[src/rtl/seq_mult_pkg.sv]
// Shared types and helpers for the sequential array multiplier.
// Sizing is parametric, so STEPS/CNT_W are provided as functions evaluated by the top.
package seq_mult_pkg;

    typedef enum logic [1:0] {IDLE, BUSY, DONE} state_t;

    function automatic int steps_f(input int width, input int bpc);
        return width / bpc;
    endfunction

    function automatic int cnt_w_f(input int steps);
        return (steps > 1) ? $clog2(steps) : 1;
    endfunction

    // Partial product at the widest legal size; callers truncate to 2*WIDTH.
    function automatic logic [63:0] partial_product(input logic [32:0] a_mag,
                                                    input logic [3:0]  bits,
                                                    input int unsigned shift);
        logic [63:0] prod;
        prod = 64'(a_mag) * 64'(bits);
        return prod << shift;
    endfunction

endpackage

[src/rtl/mult_add_row.sv]
// Combinational ripple adder row built from half/full adder cells.
// Carry out of the MSB is dropped; the accumulator width makes it always zero.
module half_adder (
    input  logic a_i,
    input  logic b_i,
    output logic s_o,
    output logic c_o
);
    assign s_o = a_i ^ b_i;
    assign c_o = a_i & b_i;
endmodule

module full_adder (
    input  logic a_i,
    input  logic b_i,
    input  logic c_i,
    output logic s_o,
    output logic c_o
);
    assign s_o = a_i ^ b_i ^ c_i;
    assign c_o = (a_i & b_i) | (c_i & (a_i ^ b_i));
endmodule

module mult_add_row #(
    parameter int N = 16
) (
    input  logic [N-1:0] x_i,
    input  logic [N-1:0] y_i,
    output logic [N-1:0] sum_o
);
    logic [N-1:0] carry;

    half_adder u_ha (.a_i(x_i[0]), .b_i(y_i[0]), .s_o(sum_o[0]), .c_o(carry[0]));

    for (genvar i = 1; i < N; i++) begin : g_fa
        full_adder u_fa (
            .a_i(x_i[i]), .b_i(y_i[i]), .c_i(carry[i-1]),
            .s_o(sum_o[i]), .c_o(carry[i])
        );
    end

    logic unused_carry;
    assign unused_carry = carry[N-1];
endmodule

[src/rtl/seq_array_mult.sv]
// Multi-cycle shift-and-add multiplier, BITS_PER_CYCLE multiplier bits per BUSY cycle.
// Define MULT_SIGNED_EN for two's-complement operands and product.
module seq_array_mult
    import seq_mult_pkg::*;
#(
    parameter int WIDTH          = 8,
    parameter int BITS_PER_CYCLE = 1
) (
    input  logic               clk,
    input  logic               rst_n,
    input  logic               in_valid,
    output logic               in_ready,
    input  logic [WIDTH-1:0]   a,
    input  logic [WIDTH-1:0]   b,
    output logic               out_valid,
    input  logic               out_ready,
    output logic [2*WIDTH-1:0] p,
    output logic               busy
);
    localparam int STEPS = steps_f(WIDTH, BITS_PER_CYCLE);
    localparam int CNT_W = cnt_w_f(STEPS);
    localparam int PW    = 2 * WIDTH;

    state_t           state_q;
    logic [CNT_W-1:0] cnt_q;
    logic             fin_q;
    logic [WIDTH:0]   a_q;
    logic [WIDTH-1:0] b_q;
    logic [PW-1:0]    acc_q;
    logic [PW-1:0]    p_q;
    logic             in_ready_q;
    logic             out_valid_q;
    logic             busy_q;

    logic [WIDTH:0]          a_mag;
    logic [WIDTH-1:0]        b_mag;
    logic [PW-1:0]           result;
    logic [BITS_PER_CYCLE-1:0] chunk;
    logic [PW-1:0]           pp;
    logic [PW-1:0]           acc_d;

`ifdef MULT_SIGNED_EN
    logic           sign_q;
    logic [WIDTH:0] a_ext;

    // Extra bit keeps the most-negative multiplicand exact as a magnitude.
    assign a_ext  = {a[WIDTH-1], a};
    assign a_mag  = a_ext[WIDTH] ? (~a_ext + 1'b1) : a_ext;
    assign b_mag  = b[WIDTH-1] ? (~b + 1'b1) : b;
    assign result = sign_q ? (~acc_q + 1'b1) : acc_q;
`else
    assign a_mag  = {1'b0, a};
    assign b_mag  = b;
    assign result = acc_q;
`endif

    assign chunk = b_q[int'(cnt_q) * BITS_PER_CYCLE +: BITS_PER_CYCLE];
    assign pp    = PW'(partial_product(33'(a_q), 4'(chunk),
                                       int'(cnt_q) * BITS_PER_CYCLE));

    mult_add_row #(.N(PW)) u_row (
        .x_i  (acc_q),
        .y_i  (pp),
        .sum_o(acc_d)
    );

    // One extra BUSY cycle after the last step so p loads from the settled acc.
    always_ff @(posedge clk or negedge rst_n) begin
        if (!rst_n) begin
            state_q     <= IDLE;
            cnt_q       <= '0;
            fin_q       <= 1'b0;
            a_q         <= '0;
            b_q         <= '0;
            acc_q       <= '0;
            p_q         <= '0;
            in_ready_q  <= 1'b1;
            out_valid_q <= 1'b0;
            busy_q      <= 1'b0;
`ifdef MULT_SIGNED_EN
            sign_q      <= 1'b0;
`endif
        end else begin
            case (state_q)
                IDLE: begin
                    if (in_valid) begin
                        a_q        <= a_mag;
                        b_q        <= b_mag;
                        acc_q      <= '0;
                        cnt_q      <= '0;
                        fin_q      <= 1'b0;
`ifdef MULT_SIGNED_EN
                        sign_q     <= a[WIDTH-1] ^ b[WIDTH-1];
`endif
                        state_q    <= BUSY;
                        in_ready_q <= 1'b0;
                        busy_q     <= 1'b1;
                    end
                end
                BUSY: begin
                    if (fin_q) begin
                        p_q         <= result;
                        fin_q       <= 1'b0;
                        state_q     <= DONE;
                        out_valid_q <= 1'b1;
                    end else begin
                        acc_q <= acc_d;
                        cnt_q <= cnt_q + 1'b1;
                        if (cnt_q == CNT_W'(STEPS - 1))
                            fin_q <= 1'b1;
                    end
                end
                DONE: begin
                    if (out_ready) begin
                        state_q     <= IDLE;
                        out_valid_q <= 1'b0;
                        busy_q      <= 1'b0;
                        in_ready_q  <= 1'b1;
                    end
                end
                default: begin
                    state_q     <= IDLE;
                    in_ready_q  <= 1'b1;
                    out_valid_q <= 1'b0;
                    busy_q      <= 1'b0;
                end
            endcase
        end
    end

    assign in_ready  = in_ready_q;
    assign out_valid = out_valid_q;
    assign busy      = busy_q;
    assign p         = p_q;

endmodule

[config.mk]
export PLATFORM = sky130hd
export DESIGN_NAME = seq_array_mult
export DESIGN_NICKNAME = d
export VERILOG_FILES = /design/src/rtl/seq_mult_pkg.sv /design/src/rtl/mult_add_row.sv /design/src/rtl/seq_array_mult.sv
export SDC_FILE = /design/constraint.sdc
export NUM_CORES = 1
export LEC_CHECK = 0
export CAP_MARGIN = 20
export CORE_MARGIN = 4
export CORE_UTILIZATION = 45
export CTS_CLUSTER_SIZE = 30
export DETAILED_ROUTE_END_ITERATION = 7
export GPL_TIMING_DRIVEN = 0
export PLACE_DENSITY = 0.72
export REMOVE_ABC_BUFFERS = 1
export SKIP_LAST_GASP = 1
export SYNTH_ARGS = -nofsm -noshare
export SYNTH_HDL_FRONTEND = slang
export SYNTH_SLANG_ARGS = --single-unit
[constraint.sdc]
create_clock -name clk -period 8.7 [get_ports clk]
set_clock_uncertainty 0.15 [all_clocks]
set_input_delay 1.74 -clock clk [delete_from_list [all_inputs] [get_ports clk]]
set_output_delay 1.74 -clock clk [all_outputs]
set_load 0.03 [all_outputs]
After elaboration in Yosys (flattened, before gate mapping)
Index checks and enable logic that the tools add are counted.

word-level totals
  flip-flop bits (word level) = 57
  input port bits = 20
  output and inout bits = 19

operators by class
  $add $sub $neg = 1
  multipliers = 1
  equality and inequality tests = 7
  shift operators = 2
  muxes and demuxes = 21
  bitwise operators = 76
  reduce and logical (&&, ||, !) cells = 9

operators by type and width
  operator               number
  $mux W16               2
  $pmux W16 S2           1
  $xor A1 B1 Y1          31
  $and A1 B1 Y1          29
  $shl A9 B3 Y16         1
  $or A1 B1 Y1           14
  $reduce_and A3 Y1      4
  $mul A8 B1 Y9          1
  $pmux W1 S3            3
  $ne A2 B2 Y1 const B   4
  $shiftx A8 B4 Y1       1
  $mux W1                7
  $mux W2                3
  $mux W3                2
  $pmux W2 S3            1
  $pmux W3 S2            1
  $reduce_and A2 Y1      3
  $add A3 B1 Y3 const B  1
  $eq A3 B3 Y1 const B   1
  $eq A2 B1 Y1 const B   1
  $eq A2 B2 Y1 const B   1
  $logic_not A2 Y1       1
  $not A1 Y1             2
  $pmux W1 S2            1
  $reduce_bool A2 Y1     1

Depth between registers and ports, before layout
  word-level depth = 35
  mapped depth = 26
  gate-level depth less buffers = 25

Modules after synthesis
From an unflattened synthesis, not the netlist that was laid out.

unflattened totals
  cells, all modules = 238
  area, all modules = 3010.4 µm²

by module, submodules not included
  module          times used  cells each  area an instance (µm²)
  seq_array_mult  1           222         2697.6
  full_adder      15          1           20.0
  half_adder      1           1           12.5

Worst setup path before layout
OpenSTA, ideal clock, no wires.

  path kind = reg-to-reg
  start = register cnt_q[0]
  end = register acc_q[15]
  setup time = 78 ps
  arrival time = 6471 ps
  required time = 8472 ps
  setup slack = 2001 ps
  stages on the path, launching flop included = 27
  buffers on the path = 1
  clock period less this slack = 6699 ps
  path through = dfrtp_1 > buf_2 > mux4_2 > and2_1 > and4_1 > ha_1 > inv_1 > fa_1 > fa_1 > fa_1 > fa_1 > fa_1 > inv_1 > fa_1 > fa_1 > fa_1 > fa_1 > fa_1 > inv_1 > fa_1 > inv_1 > fa_1 > inv_1 > fa_1 > fa_1 > or3_1 > a21oi_1

on the way
  longest elaborated chain between the ends = 35
  elaborated cells on any way between the ends = 64
  those cells by class = mul (1); shift (2); mux (2); bitwise (59)

RTL lines
  element                                                line                                    source
  start: declaration                                     seq_array_mult.sv:25                    logic [CNT_W-1:0] cnt_q;
  start signal: assignment                               seq_array_mult.sv:108                   cnt_q <= cnt_q + 1'b1;
  $shiftx A8 B4 Y1                                       seq_array_mult.sv:57                    assign chunk = b_q[int'(cnt_q) * BITS_PER_CYCLE +: BITS_PER_CYCLE];
  $mul A8 B1 Y9                                          seq_mult_pkg.sv:20                      prod = 64'(a_mag) * 64'(bits);
  $shl A9 B3 Y16 *                                       seq_mult_pkg.sv:21                      return prod << shift;
  $and A1 B1 Y1 / $xor A1 B1 Y1 (equally long branches)  mult_add_row.sv:10, mult_add_row.sv:21
  $and A1 B1 Y1                                          mult_add_row.sv:21                      assign c_o = (a_i & b_i) | (c_i & (a_i ^ b_i));
  $or A1 B1 Y1                                           mult_add_row.sv:21
  $and A1 B1 Y1                                          mult_add_row.sv:21
  $or A1 B1 Y1                                           mult_add_row.sv:21
  [19 not listed]                                        --
  $or A1 B1 Y1                                           mult_add_row.sv:21
  $and A1 B1 Y1                                          mult_add_row.sv:21
  $or A1 B1 Y1                                           mult_add_row.sv:21
  $and A1 B1 Y1                                          mult_add_row.sv:21
  $or A1 B1 Y1                                           mult_add_row.sv:21
  $xor A1 B1 Y1 *                                        mult_add_row.sv:20                      assign s_o = a_i ^ b_i ^ c_i;
  $mux W16 *                                             seq_array_mult.sv:101                   if (fin_q) begin
  $pmux W16 S2 *                                         seq_array_mult.sv:84                    case (state_q)
  end signal: assignment                                 seq_array_mult.sv:75                    acc_q <= '0;
  end signal: assignment                                 seq_array_mult.sv:89                    acc_q <= '0;
  end signal: assignment                                 seq_array_mult.sv:107                   acc_q <= acc_d;
  end: declaration                                       seq_array_mult.sv:29                    logic [PW-1:0] acc_q;

Every way passes the cells marked *; elsewhere a longest branch is shown, timed or not. The select of a mux whose other input is x is not followed.
A chain may end at the register's enable or synchronous reset.

Final worst setup path
  start = register cnt_q[1]
  end = register acc_q[15]

The elaborated chain is that of the path after synthesis.

==> qor.tcl <==
set qor(timing.rr.start) {cnt_q[1]$_DFFE_PN0P_}
set qor(worstHoldPathCells) 2
set qor(peakVddDrop_v) 0.0001440
set qor(timing.reg2reg.setup_slack_ns) 1.34
set qor(io-pin-count) 39
set qor(crit_top_cell) {fa_1}
set qor(post-route-worst-setup-slack_ns) 1.342
set qor(static-leakage-power_uw) 0.001671
set qor(dr.pass1.iters) 4
set qor(cts_max_level) 3
set qor(via_per_inst) 5.422
set qor(synthMostInstantiatedCell) {nand2_1}
set qor(clock-sinks) 57
set qor(synth.top_cell.area_share_pct) 45.23
set qor(max_slew.worst_pin.slew_ns) 1.017
set qor(dr.first_iter.drc_count) 83
set qor(antenna_left) 0
set qor(synth_flop_type) {dfrtp_1}
set qor(areaGrowthSynthToFinish_pct) 20.07
set qor(timing.critical_path.required_ns) 8.82
set qor(dpl.hpwl_um) 4336
set qor(worstReg2RegEnd) {acc_q[15]$_DFFE_PN0P_}
set qor(crit_path_max_incr_delay_ns) 0.84
set qor(detail_route.drc_violations) 0
set qor(comb_power_share_pct) 45.8
set qor(postCtsSetupBuffers) 0
set qor(postCtsHoldBufs) 0
set qor(crit_arrival_ns) 7.48
set qor(seqPwrFrac_pct) 34.6
set qor(slew_headroom_pct) 31.98
set qor(internal-power_uw) 823.8
set qor(total_power_uw) 1399
set qor(worstHoldPathType) {register to register}
set qor(switching_power_uw) 575.4
set qor(cts_root_buf) {clkbuf_8}
set qor(diodes_inserted) 0
set qor(post_route_cells_drive_above_1_share_pct) 15.00
set qor(post_cts.resized_instances) 0
set qor(grt_max_degree) 39
set qor(switching_share_pct) 41.12
set qor(rsz0062_at_grt) {false}
set qor(area_enclosed_by_the_die_boundary_um2) 8276
set qor(worst-r2r-cell-count) 25
set qor(io_buffer_count) 38
set qor(power.share.clock_pct) 19.6
set qor(final.min_clock_period_ns) 7.358
set qor(achievable-frequency_mhz) 135.9
set qor(preCtsSetupSlack_ns) 1.311
set qor(grt_first_pass_wirelength_um) 10630
set qor(hold-path-endpoint) {b_q[5]$_DFFE_PN0P_}
set qor(report.final.setup_viol) 0
set qor(powerDensity_nw_per_um2) 376.1
set qor(synth-seq-cells) 57
set qor(grt_overflow) 0
set qor(start_util_pct) 47.43
set qor(cts_tree) {done}
set qor(crit_slowest_cell) {dfrtp_1}
set qor(core_area_um2) 6531
set qor(synth_enable_flop_cells) 0
set qor(vias) 2261
set qor(setup.worst_path.end_class) {register}
set qor(hold_path.startpoint) {b_q[5]$_DFFE_PN0P_}
set qor(synth_cell_types) 47
set qor(via_count_of_the_first_global_routing_pass) 2258
set qor(synth_area_per_cell_um2) 10.26
set qor(fin_tns_setup_ns) 0
set qor(timing_worst_setup_path_type) {register to register}
set qor(timing.critical_path.from_type) {register}
set qor(placementRows) 29
set qor(routed_wirelength_um) 6166
set qor(wl_per_cell_um) 14.79
set qor(synth.cell_area_um2) 3098
set qor(post_synthesis_instance_total) 302
set qor(grt_use_total_pct) 16.10
set qor(cts_max_path_buffers) 2
set qor(ys_top_cells_by_count) {nand2_1 (66), dfrtp_1 (56), mux2_2 (25)}
set qor(cts.clk_slew.worst_paths_ns) 0.07
set qor(outcome) {finished, final reports clean}
set qor(synth-warning-count) 0
set qor(number_of_antenna_violations_at_the_first_check_in_global_routing) 0
set qor(die_height_um) 90.97
set qor(layout_worst_path_cycle_share_pct) 84.57
set qor(timing.hold.ws_ns) 0.3254
set qor(die_width_um) 90.97
set qor(max-cap-violations) 0
set qor(number_of_hold_violations_in_the_final_report) 0
set qor(post-synth-top-area-cell) {dfrtp_1}
set qor(globalplace.congestion) 0.8427
set qor(clk-insertion-delay-late_ns) 0.34
set qor(number_of_pins_with_negative_max_slew_slack_in_the_final_report) 0
set qor(maximum_fanout_along_the_worst_path) 24
set qor(cts_made_buffers) 9
set qor(post_synth_main_area_contributors) {dfrtp_1 (45%), mux2_2 (9.1%), fa_1 (9.0%)}
set qor(synthArstFlopShare_pct) 100.0
set qor(finalNetCount) 372
set qor(yosysSeqAreaShare_pct) 46.08
## cell usage in the layout (no fill, tap or decap), types with 7 or more instances in the layout
| master | instances |
|---|---|
| o31ai_1 | 7 |
| nor2_1 | 8 |
| mux2_2 | 25 |
| clkbuf_8 | 10 |
| clkdlybuf4s50_1 | 37 |
| inv_1 | 18 |
| dfrtp_1 | 56 |
| nand3_1 | 20 |
| fa_1 | 14 |
| nand2_1 | 66 |
| o21ai_0 | 7 |
## kinds of logic (layout without fill, tap and decap cells)
group           Yosys count  in the layout  share of synthesized area (%)
flops                    57             57                          46.08
compound gates           43             43                          8.805
simple gates            120            120                          18.34
buf+inv                  36             74                          5.210
mux                      29             29                          11.31
fa+ha+maj                17             17                          10.26
## worst max-delay path by stage
stage	from	endpoint	slack, ns	cells after the start
floorplan	cnt_q[1]$_DFFE_PN0P_	acc_q[15]$_DFFE_PN0P_	1.89	25
global placement	cnt_q[1]$_DFFE_PN0P_	acc_q[15]$_DFFE_PN0P_	1.39	25
detailed placement	cnt_q[1]$_DFFE_PN0P_	acc_q[15]$_DFFE_PN0P_	1.31	25
CTS	cnt_q[1]$_DFFE_PN0P_	acc_q[15]$_DFFE_PN0P_	1.27	25
global route	cnt_q[1]$_DFFE_PN0P_	acc_q[15]$_DFFE_PN0P_	0.87	25
finish	cnt_q[1]$_DFFE_PN0P_	acc_q[15]$_DFFE_PN0P_	1.34	25
## per-layer routing
layer	GRT usage, %	vias up	wire (um)
li1	-	1102	-
met1	21.32	1093	2886
met2	24.59	56	2838
met3	4.793	10	318
met4	7.161	0	122
met5	0	-	0
## layout make-up
type,count,area [um2]
clock buffers,11,141.4
repair buffers,39,395.4
well taps,77,96.34
clock inverters,5,78.83
multi-input cells,209,1509
flip-flops and latches,57,1428
inverters,19,71.32
fillers,591,2811
## stage by stage
step                cell area, um2  util [%]  cells
global placement              3485     53.35    400
finish                        3720     56.95    417
global route                  3720     56.95    417
CTS                           3720     56.95    417
floorplan                     3008         -    285
detailed placement            3500     53.58    401
## worst max-delay path, delay by kind of cell (launching register included)
| family | cells | cell delay, ns |
|---|---|---|
| adders and majority gates | 15 | 4.64 |
| DFF | 1 | 0.84 |
| and+or+nand+nor | 3 | 0.84 |
| muxes | 1 | 0.37 |
| buffers and inverters | 5 | 0.31 |
| AOI/OAI and AO/OA | 1 | 0.14 |
## state kept, by name (all words and copies together) (netlist names)
name / count
a_q: 8
busy: 1
fin_q: 1
out_valid: 1
p: 16
cnt_q: 3
state_q: 2
acc_q: 16
in_ready: 1
b_q: 8
## power groups by stage
| stage | logic [uW] | clock network [uW] | registers (uW) |
|---|---|---|---|
| finish | 641 | 274 | 484 |
| global route | 715 | 293 | 501 |
| CTS | 648 | 283 | 485 |
| detailed placement | 642 | 0 | 490 |
| global placement | 625 | 0 | 484 |
| floorplan | 396 | 0 | 528 |
Note: power is estimated with default switching activity, not from simulation.
